File: src/rtl/lanectrl_delay_seq.sv
// Multi-lane delay-line sequencer: wraps each load/move command in a clock-pause window,
// pulses LOAD/MOVE toward the addressed lane and tracks a saturating tap per lane.
module lanectrl_delay_seq #(
    parameter int NUM_LANES = 4,
    parameter int TAP_W     = 8,
    parameter int MAX_TAP   = 255,
    parameter int INIT_TAP  = 1,
    parameter int PAUSE_CYC = 2,
    localparam int LANE_W   = (NUM_LANES > 1) ? $clog2(NUM_LANES) : 1
) (
    input  logic                       FAB_CLK,
    input  logic                       RESET_N,
    input  logic                       CMD_VALID,
    output logic                       CMD_READY,
    input  logic [LANE_W-1:0]          CMD_LANE,
    input  logic                       CMD_OP,
    input  logic                       CMD_DIR,
    input  logic [TAP_W-1:0]           CMD_STEPS,
    output logic [NUM_LANES-1:0]       DELAY_LINE_SEL,
    output logic                       DELAY_LINE_LOAD,
    output logic                       DELAY_LINE_MOVE,
    output logic                       DELAY_LINE_DIRECTION,
    output logic                       HS_IO_CLK_PAUSE,
    output logic [NUM_LANES*TAP_W-1:0] TAP_VAL,
    output logic [NUM_LANES-1:0]       OUT_OF_RANGE,
    output logic                       DONE
);

    localparam int CNT_W = $clog2(PAUSE_CYC + 1);
    localparam logic [CNT_W-1:0] CNT_LAST = CNT_W'(PAUSE_CYC - 1);
    localparam logic [TAP_W-1:0] TAP_MAX  = TAP_W'(MAX_TAP);
    localparam logic [TAP_W-1:0] TAP_INIT = TAP_W'(INIT_TAP);

    typedef enum logic [2:0] {
        S_IDLE, S_LEAD, S_LOAD, S_MOVE, S_GAP, S_TAIL, S_DONE
    } state_e;

    state_e                            state_q, state_d;
    logic [LANE_W-1:0]                 lane_q, lane_d;
    logic                              op_q, op_d;
    logic                              dir_q, dir_d;
    logic [TAP_W-1:0]                  rem_q, rem_d;
    logic [CNT_W-1:0]                  cnt_q, cnt_d;
    logic [NUM_LANES-1:0][TAP_W-1:0]   tap_q, tap_d;
    logic [NUM_LANES-1:0]              oor_q, oor_d;

    logic [TAP_W-1:0] cur_tap;
    logic             at_limit;
    logic             lane_ok;
    logic             active;

    // Zero-extend before comparing so a power-of-two lane count does not give a constant compare.
    assign lane_ok = 32'(CMD_LANE) < 32'(NUM_LANES);

    // NOTE: every signal gets a default first, so no path leaves it unassigned and no latch is inferred.
    always_comb begin
        state_d  = state_q;
        lane_d   = lane_q;
        op_d     = op_q;
        dir_d    = dir_q;
        rem_d    = rem_q;
        cnt_d    = cnt_q;
        tap_d    = tap_q;
        oor_d    = oor_q;
        cur_tap  = '0;
        DELAY_LINE_MOVE = 1'b0;

        for (int k = 0; k < NUM_LANES; k++) begin
            if (LANE_W'(k) == lane_q) cur_tap = tap_q[k];
        end
        // Saturation is judged on the current tap, before any step is applied.
        at_limit = dir_q ? (cur_tap == TAP_MAX) : (cur_tap == '0);

        unique case (state_q)
            S_IDLE: begin
                if (CMD_VALID) begin
                    lane_d  = CMD_LANE;
                    op_d    = CMD_OP;
                    dir_d   = CMD_DIR;
                    rem_d   = CMD_STEPS;
                    cnt_d   = CNT_LAST;
                    state_d = lane_ok ? S_LEAD : S_DONE;
                end
            end
            S_LEAD: begin
                if (cnt_q == '0) begin
                    cnt_d = CNT_LAST;
                    if (!op_q)              state_d = S_LOAD;
                    else if (rem_q == '0)   state_d = S_TAIL;
                    else                    state_d = S_MOVE;
                end else begin
                    cnt_d = cnt_q - 1'b1;
                end
            end
            S_LOAD: begin
                for (int k = 0; k < NUM_LANES; k++) begin
                    if (LANE_W'(k) == lane_q) begin
                        tap_d[k] = TAP_INIT;
                        oor_d[k] = 1'b0;
                    end
                end
                state_d = S_TAIL;
            end
            S_MOVE: begin
                if (at_limit) begin
                    for (int k = 0; k < NUM_LANES; k++) begin
                        if (LANE_W'(k) == lane_q) oor_d[k] = 1'b1;
                    end
                    state_d = S_TAIL;
                end else begin
                    DELAY_LINE_MOVE = 1'b1;
                    for (int k = 0; k < NUM_LANES; k++) begin
                        if (LANE_W'(k) == lane_q)
                            tap_d[k] = dir_q ? cur_tap + TAP_W'(1) : cur_tap - TAP_W'(1);
                    end
                    rem_d   = rem_q - TAP_W'(1);
                    state_d = S_GAP;
                end
            end
            S_GAP: begin
                state_d = (rem_q != '0) ? S_MOVE : S_TAIL;
            end
            S_TAIL: begin
                if (cnt_q == '0) state_d = S_DONE;
                else             cnt_d   = cnt_q - 1'b1;
            end
            S_DONE: begin
                state_d = S_IDLE;
            end
            default: begin
                state_d = S_IDLE;
            end
        endcase
    end

    // NOTE: sequential state uses nonblocking assignments so every flop samples pre-edge values.
    always_ff @(posedge FAB_CLK) begin
        if (!RESET_N) begin
            state_q <= S_IDLE;
            lane_q  <= '0;
            op_q    <= 1'b0;
            dir_q   <= 1'b0;
            rem_q   <= '0;
            cnt_q   <= '0;
            // NOTE: the tap array is reset deliberately; it mirrors lanes that share this reset.
            tap_q   <= {NUM_LANES{TAP_INIT}};
            oor_q   <= '0;
        end else begin
            state_q <= state_d;
            lane_q  <= lane_d;
            op_q    <= op_d;
            dir_q   <= dir_d;
            rem_q   <= rem_d;
            cnt_q   <= cnt_d;
            tap_q   <= tap_d;
            oor_q   <= oor_d;
        end
    end

    assign active = (state_q == S_LEAD) || (state_q == S_LOAD) || (state_q == S_MOVE) ||
                    (state_q == S_GAP)  || (state_q == S_TAIL);

    always_comb begin
        DELAY_LINE_SEL = '0;
        for (int k = 0; k < NUM_LANES; k++) begin
            if (active && (LANE_W'(k) == lane_q)) DELAY_LINE_SEL[k] = 1'b1;
        end
    end

    assign CMD_READY            = (state_q == S_IDLE) && RESET_N;
    assign HS_IO_CLK_PAUSE      = active;
    assign DELAY_LINE_LOAD      = (state_q == S_LOAD);
    assign DELAY_LINE_DIRECTION = dir_q;
    assign DONE                 = (state_q == S_DONE);
    assign TAP_VAL              = tap_q;
    assign OUT_OF_RANGE         = oor_q;

endmodule
File: config.mk
export PLATFORM = sky130hd
export DESIGN_NAME = lanectrl_delay_seq
export DESIGN_NICKNAME = d
export VERILOG_FILES = /design/src/rtl/lanectrl_delay_seq.sv
export SDC_FILE = /design/constraint.sdc
export NUM_CORES = 1
export LEC_CHECK = 0
export CAP_MARGIN = 10
export CORE_MARGIN = 3
export CORE_UTILIZATION = 51
export DETAILED_ROUTE_END_ITERATION = 16
export GPL_TIMING_DRIVEN = 0
export PLACE_DENSITY = 0.88
export SKIP_LAST_GASP = 1
export SYNTH_ARGS = -nofsm -noshare
export SYNTH_HDL_FRONTEND = slang
export SYNTH_SLANG_ARGS = --single-unit
File: constraint.sdc
create_clock -name FAB_CLK -period 3.9 [get_ports FAB_CLK]
set_clock_uncertainty 0.15 [all_clocks]
set_input_delay 0.39 -clock FAB_CLK [delete_from_list [all_inputs] [get_ports FAB_CLK]]
set_output_delay 0.39 -clock FAB_CLK [all_outputs]
set_load 0.005 [all_outputs]
==> results of run 1 <==
cell families after synthesis:
group,after synthesis,synth area share
XOR/XNOR,3,0.00834
buffers and inverters,32,0.0477
multiplexers,49,0.188
adder cells (fa/ha/maj),10,0.0421
AND/OR/NAND/NOR,153,0.246
flip-flops,53,0.337
AO/OA/AOI/OAI,60,0.132
stage by stage:
| stage | power, mW | instance area [µm²] | setup slack, ns | utilization |
|---|---|---|---|---|
| floorplan | 1.30 | 3150 | 0.952 | - |
| global placement | 1.53 | 3830 | 0.439 | 0.667 |
| detailed placement | 1.56 | 3830 | 0.282 | 0.667 |
| CTS | 1.87 | 3920 | 0.263 | 0.683 |
| global route | 2.02 | 3920 | 0.0245 | 0.683 |
| finish | 1.89 | 3920 | 0.137 | 0.683 |
registers in the layout, indices dropped and copies added (netlist names):
name                  count
TAP_VAL                  32
rem_q                     8
OUT_OF_RANGE              4
state_q                   3
cnt_q                     2
lane_q                    2
DELAY_LINE_DIRECTION      1
op_q                      1
power by group through the flow:
stage / sequential [mW] / clock [mW] / combinational [mW]
after global placement: 0.662 / 0 / 0.863
final: 0.657 / 0.323 / 0.910
after detailed placement: 0.667 / 0 / 0.890
after CTS: 0.655 / 0.325 / 0.892
after floorplan: 0.651 / 0 / 0.647
after global routing: 0.665 / 0.350 / 1.00
placed cells by master (no fill, tap or decap), types with 5 or more instances in the layout:
master	count
nor2_1	27
ha_1	9
clkbuf_1	16
mux2i_1	40
a21oi_1	22
o21ai_0	8
mux4_2	8
nor3_1	9
inv_1	10
nor2b_1	12
nand3_1	8
nand2b_1	8
a31o_1	5
dfxtp_1	53
or3_1	8
clkdlybuf4s50_1	59
nand2_1	57
clkbuf_8	5
per-layer routing:
metal	global-route usage	vias up	share of wire
met5	0	-	0
met3	0.0383	20	0.071
met4	0.0748	0	0.020
li1	-	1417	-
met2	0.400	134	0.48
met1	0.337	1435	0.43
worst paths after layout:
check                           start                  endpoint  slack (ns)
min          TAP_VAL[27]$_SDFFE_PN0P_  TAP_VAL[27]$_SDFFE_PN0P_        0.33
max reg2reg    lane_q[1]$_SDFFE_PN0P_  TAP_VAL[15]$_SDFFE_PN0P_        0.14
max            lane_q[1]$_SDFFE_PN0P_  TAP_VAL[15]$_SDFFE_PN0P_        0.14
min reg2reg  TAP_VAL[27]$_SDFFE_PN0P_  TAP_VAL[27]$_SDFFE_PN0P_        0.33
cell type report:
cell class | count | area, µm² | share of cell area
multi-input cells | 275 | 1940 | 0.494
repair buffers | 59 | 591 | 0.151
clock buffers | 5 | 68.8 | 0.0175
flip-flops and latches | 53 | 1060 | 0.271
clock inverters | 3 | 22.5 | 0.00574
inverters | 10 | 37.5 | 0.00957
well taps | 72 | 90.1 | 0.0230
plain buffers | 22 | 113 | 0.0287
worst reg2reg max path, stage by stage (launching register included):
cell and delay [ns]:
dfxtp_1 0.35, clkbuf_1 0.59, mux4_2 0.46, ha_1 0.38
a21o_1 0.24, or3_1 0.31, o21ai_0 0.54, mux2i_1 0.16
o21ai_0 0.34, mux2i_1 0.13
==> flow_metrics.tcl, run 1 <==
set metrics [dict create \
    synth_ff_type "dfxtp_1" \
    tightest_slew_ns 0.760 \
    netlist-cell-type-count 51 \
    combPwrFrac 0.482 \
    antenna_cells 0 \
    required_ns 3.95 \
    critPathCaptureType "flop" \
    syn_inst 360 \
    reg2reg_depth 9 \
    postSynthAreaPerCell_um2 8.75 \
    rsz0062_at_grt "no" \
    power_density_nw_per_um2 482 \
    rows 27 \
    ys_ff_latch 53 \
    worstSetupPathType "flop to flop" \
    fp.coreArea_um2 5740 \
    p_int_mw 1.12 \
    synth_nets 385 \
    numCtsBuffers 5 \
    min_period_ns 3.76 \
    clkTransAtPathRegs_ns 0.10 \
    slew_violations 0 \
    worstHoldPathCells 2 \
    ys_seq_area_frac 0.337 \
    synth_top_area_share 0.337 \
    netlist_top_cells_area "dfxtp_1 34%, mux2i_1 13%, nand2_1 6.8%" \
    clkPwrFrac 0.171 \
    ys_top_cells_by_count "57 x nand2_1, 53 x dfxtp_1, 40 x mux2i_1, 27 x nor2_1, 22 x a21oi_1" \
    start_util 0.548 \
    max-slew-margin-rel 0.494 \
    fin_tns_setup_ns 0 \
    synth_most_common_cell "nand2_1" \
    outcome "completed" \
    critPathArrivalTime_ns 3.81 \
    setup_viol 0 \
    die_y_um 84.6 \
    grt_overflow 0 \
    dp_hpwl_um 6390 \
    stdcell_count 499 \
    path_max_fanout 10 \
    slowest_stage "clkbuf_1" \
    drt_iter0_markers 272 \
    start_kind "flop" \
    synth_area_leader_cell "dfxtp_1" \
    synth_edf_count 0 \
    dp_cells 491 \
    dieWidth_um 84.6 \
    hold_viol_final 0 \
    clockRootBuffer "clkbuf_8" \
    cts_post_setup_buffers_inserted 0 \
    wl_per_cell_um 17.7 \
    cts_buffer_depth 2 \
    min_path_type "flop to flop" \
    switchingPower_mw 0.774 \
    htree_levels 2 \
    worst_hold_slack_ns 0.331 \
    fin_crit_sh 0.965 \
    yosysWarnings 0 \
    cap_violations 0 \
    peakVddDrop_v 0.000271 \
    vias 3006 \
    drt-total-wl_um 8810 \
    cts_hold_buffers 0 \
    path_cells "clkbuf_1 > mux4_2 > ha_1 > a21o_1 > or3_1 > o21ai_0 > mux2i_1 > o21ai_0 > mux2i_1" \
    fp.dieArea_um2 7150 \
    ctsResizeCount 0 \
    crit_buf_inv 1 \
    cpPeakStageDelay_ns 0.59 \
    portBuffers 59 \
    synthArstFlopShare 0 \
    drtPass1Iterations 6 \
    fill_cells 483 \
    drc 0 \
    syn-cell-area_um2 3150 \
    vias_per_cell 6.02 \
    seqPwrFrac 0.348 \
    drive_gt1_frac 0.0796 \
    antenna_found_initial 0 \
    ant_nets 0 \
    cts_sinks 53 \
    timing.fmax_mhz 266 \
    p_leak_nw 1.56 \
    grt_pass1_vias 2799 \
    num-nets-final 451 \
    crit_family "compound AO/OA/AOI/OAI gates" \
    area_delta_synth_final_pct 24.5 \
    switching_share 0.409 \
    path_depth 9 \
    track_usage 0.246 \
    grt_max_degree 18 \
    ios 61 \
    clock_latency_ns 0.32 \
    grt_pass1_wl_um 14300 \
    cts_tree "done" \
    routabilityCongestion 0.936 \
]
(Power assumes the default switching activity.)
==> inputs of run 2 (changes only) <==
--- a/config.mk
+++ b/config.mk
@@ -5,7 +5,6 @@
 export SDC_FILE = /design/constraint.sdc
 export NUM_CORES = 1
 export LEC_CHECK = 0
-export CAP_MARGIN = 10
 export CORE_MARGIN = 3
 export CORE_UTILIZATION = 51
 export DETAILED_ROUTE_END_ITERATION = 16
==> results of run 2 <==
The final DEF is identical to that of run 1; final timing and power are the same.
==> inputs of run 3 (changes only) <==
--- a/config.mk
+++ b/config.mk
@@ -8,7 +8,6 @@
 export CORE_MARGIN = 3
 export CORE_UTILIZATION = 51
 export DETAILED_ROUTE_END_ITERATION = 16
-export GPL_TIMING_DRIVEN = 0
 export PLACE_DENSITY = 0.88
 export SKIP_LAST_GASP = 1
 export SYNTH_ARGS = -nofsm -noshare
==> run 3 against run 2 <==
Clock power increased by 2%. Total power fell by 2.8%. Combinational power shrank 11%. Critical path type is now flop to output port. Largest cell class unchanged.
==> flow_metrics.tcl, run 3 (same netlist as run 1, synthesis figures left out) <==
set metrics [dict create \
    drt_iter0_markers 231 \
    die_y_um 84.6 \
    dieWidth_um 84.6 \
    clock_latency_ns 0.32 \
    combPwrFrac 0.440 \
    worstHoldPathCells 3 \
    critPathCaptureType "output port" \
    numCtsBuffers 5 \
    switching_share 0.401 \
    worstSetupPathType "flop to output port" \
    dp_hpwl_um 5790 \
    hold_viol_final 0 \
    setup_viol 0 \
    grt_overflow 0 \
    clockRootBuffer "clkbuf_8" \
    dp_cells 475 \
    wl_per_cell_um 16.3 \
    switchingPower_mw 0.737 \
    portBuffers 60 \
    rows 27 \
    fill_cells 484 \
    track_usage 0.227 \
    mostFrequentLayoutCells "59 x clkdlybuf4s50_1, 57 x nand2_1, 52 x dfxtp_1" \
    grt_pass1_vias 2647 \
    antenna_found_initial 0 \
    ant_nets 0 \
    timing.fmax_mhz 289 \
    path_max_fanout 11 \
    num-nets-final 435 \
    cts_sinks 53 \
    p_leak_nw 1.55 \
    utilization 0.671 \
    stdcell_count 483 \
    power_density_nw_per_um2 477 \
    multi_input_area_um2 1940 \
    seqPwrFrac 0.380 \
    ios 61 \
    slew_violations 0 \
    p_int_mw 1.10 \
    clkPwrFrac 0.180 \
    reg2reg_setup_slack_ns 0.58 \
    fin_tns_setup_ns 0 \
    drc 0 \
    cpPeakStageDelay_ns 0.61 \
    timing.rr.start "lane_q[0]$_SDFFE_PN0P_" \
    reg2reg_depth 8 \
    min_path_type "input pin to flop" \
    final-seq-area_um2 1060 \
    grt_pass1_wl_um 13400 \
    start_kind "flop" \
    critPathArrivalTime_ns 2.92 \
    drive_gt1_frac 0.0876 \
    largest_register_ffs 32 \
    layout.cells.most_common "clkdlybuf4s50_1" \
    tightest_slew_ns 1.01 \
    fp.dieArea_um2 7150 \
    fp.coreArea_um2 5740 \
    crit_start "lane_q[0]$_SDFFE_PN0P_" \
    vias_per_cell 5.91 \
    path_cells "mux4_2 > or4_4 > nor4_4 > nor3_1 > clkdlybuf4s50_1" \
    cap_violations 0 \
    min_period_ns 3.46 \
    fin_ws_ns 0.441 \
    required_ns 3.36 \
    cts_tree "done" \
    place_ws_ns 0.359 \
    drtPass1Iterations 4 \
    area_delta_synth_final_pct 22.4 \
    rsz0062_at_grt "no" \
    peakVddDrop_v 0.000345 \
    cts_post_setup_buffers_inserted 0 \
    antenna_cells 0 \
    clkTransAtPathRegs_ns 0.10 \
    grt_max_degree 64 \
    hold_end "state_q[1]$_SDFFE_PN0P_" \
    drt-total-wl_um 7890 \
    start_util 0.548 \
    fin_crit_sh 0.887 \
    hp-start "RESET_N" \
    routabilityCongestion 0.980 \
    r2r-end "TAP_VAL[31]$_SDFFE_PN0P_" \
    vias 2854 \
    slowest_stage "mux4_2" \
    htree_levels 2 \
    max-slew-margin-rel 0.324 \
    outcome "completed" \
    cts_buffer_depth 2 \
]
run 3: cell types whose count changed in the layout (fill, tap and decap cells not counted), sizes merged:
cell | before | now
clkbuf | 21 | 5
clkinvlp | 3 | 1
inv | 10 | 12
run 3: through the flow:
| stage | hold slack (ns) | power [mW] | area [µm²] |
|---|---|---|---|
| after floorplan | 0.311 | 1.30 | 3150 |
| after global placement | 0.313 | 1.49 | 3760 |
| after detailed placement | 0.324 | 1.51 | 3760 |
| after CTS | 0.212 | 1.83 | 3850 |
| after global routing | 0.229 | 1.97 | 3850 |
| final | 0.217 | 1.84 | 3850 |
run 3: critical path: cells and delay by family, from the launching register on:
family | cells | cell delay, ns
flip-flops | 1 | 0.55
multiplexers | 1 | 0.61
buffers and inverters | 1 | 0.48
AND/OR/NAND/NOR | 3 | 0.95
run 3: worst max-delay path by stage:
stage,depth (start not counted),slack (ns),end
finish,5,0.44,DELAY_LINE_MOVE
global route,8,0.23,TAP_VAL[31]$_SDFFE_PN0P_
CTS,5,0.18,DELAY_LINE_MOVE
detailed placement,8,0.36,TAP_VAL[31]$_SDFFE_PN0P_
global placement,8,0.49,TAP_VAL[31]$_SDFFE_PN0P_
floorplan,9,0.95,TAP_VAL[31]$_SDFFE_PN0P_
run 3: power by group through the flow:
stage	logic, mW	registers (mW)	clock network (mW)
finish	0.809	0.698	0.331
global route	0.898	0.712	0.359
CTS	0.803	0.696	0.335
detailed placement	0.801	0.709	0
global placement	0.782	0.705	0
floorplan	0.647	0.651	0
run 3: area by class of cell:
type                            instances  area share
Clock buffer                            5      0.0179
Clock inverter                          3     0.00649
Inverter                               10     0.00974
Multi-Input combinational cell        275       0.503
Sequential cell                        53       0.276
Tap cell                               72      0.0234
Timing Repair Buffer                   65       0.164
run 3: metal layers:
metal / routed length [µm] / vias to the layer above / global-route usage
met5: 0 / - / 0
met4: 89 / 0 / 0.0619
met3: 444 / 9 / 0.0383
met2: 3800 / 85 / 0.359
met1: 3560 / 1379 / 0.322
li1: - / 1381 / -
run 3: what timing repair did:
action / in CTS / in global routing
hold buffers: 0 / 0
resized for setup: 0 / 1
setup endpoints to repair: 0 / 1
hold endpoints to repair: 0 / 0
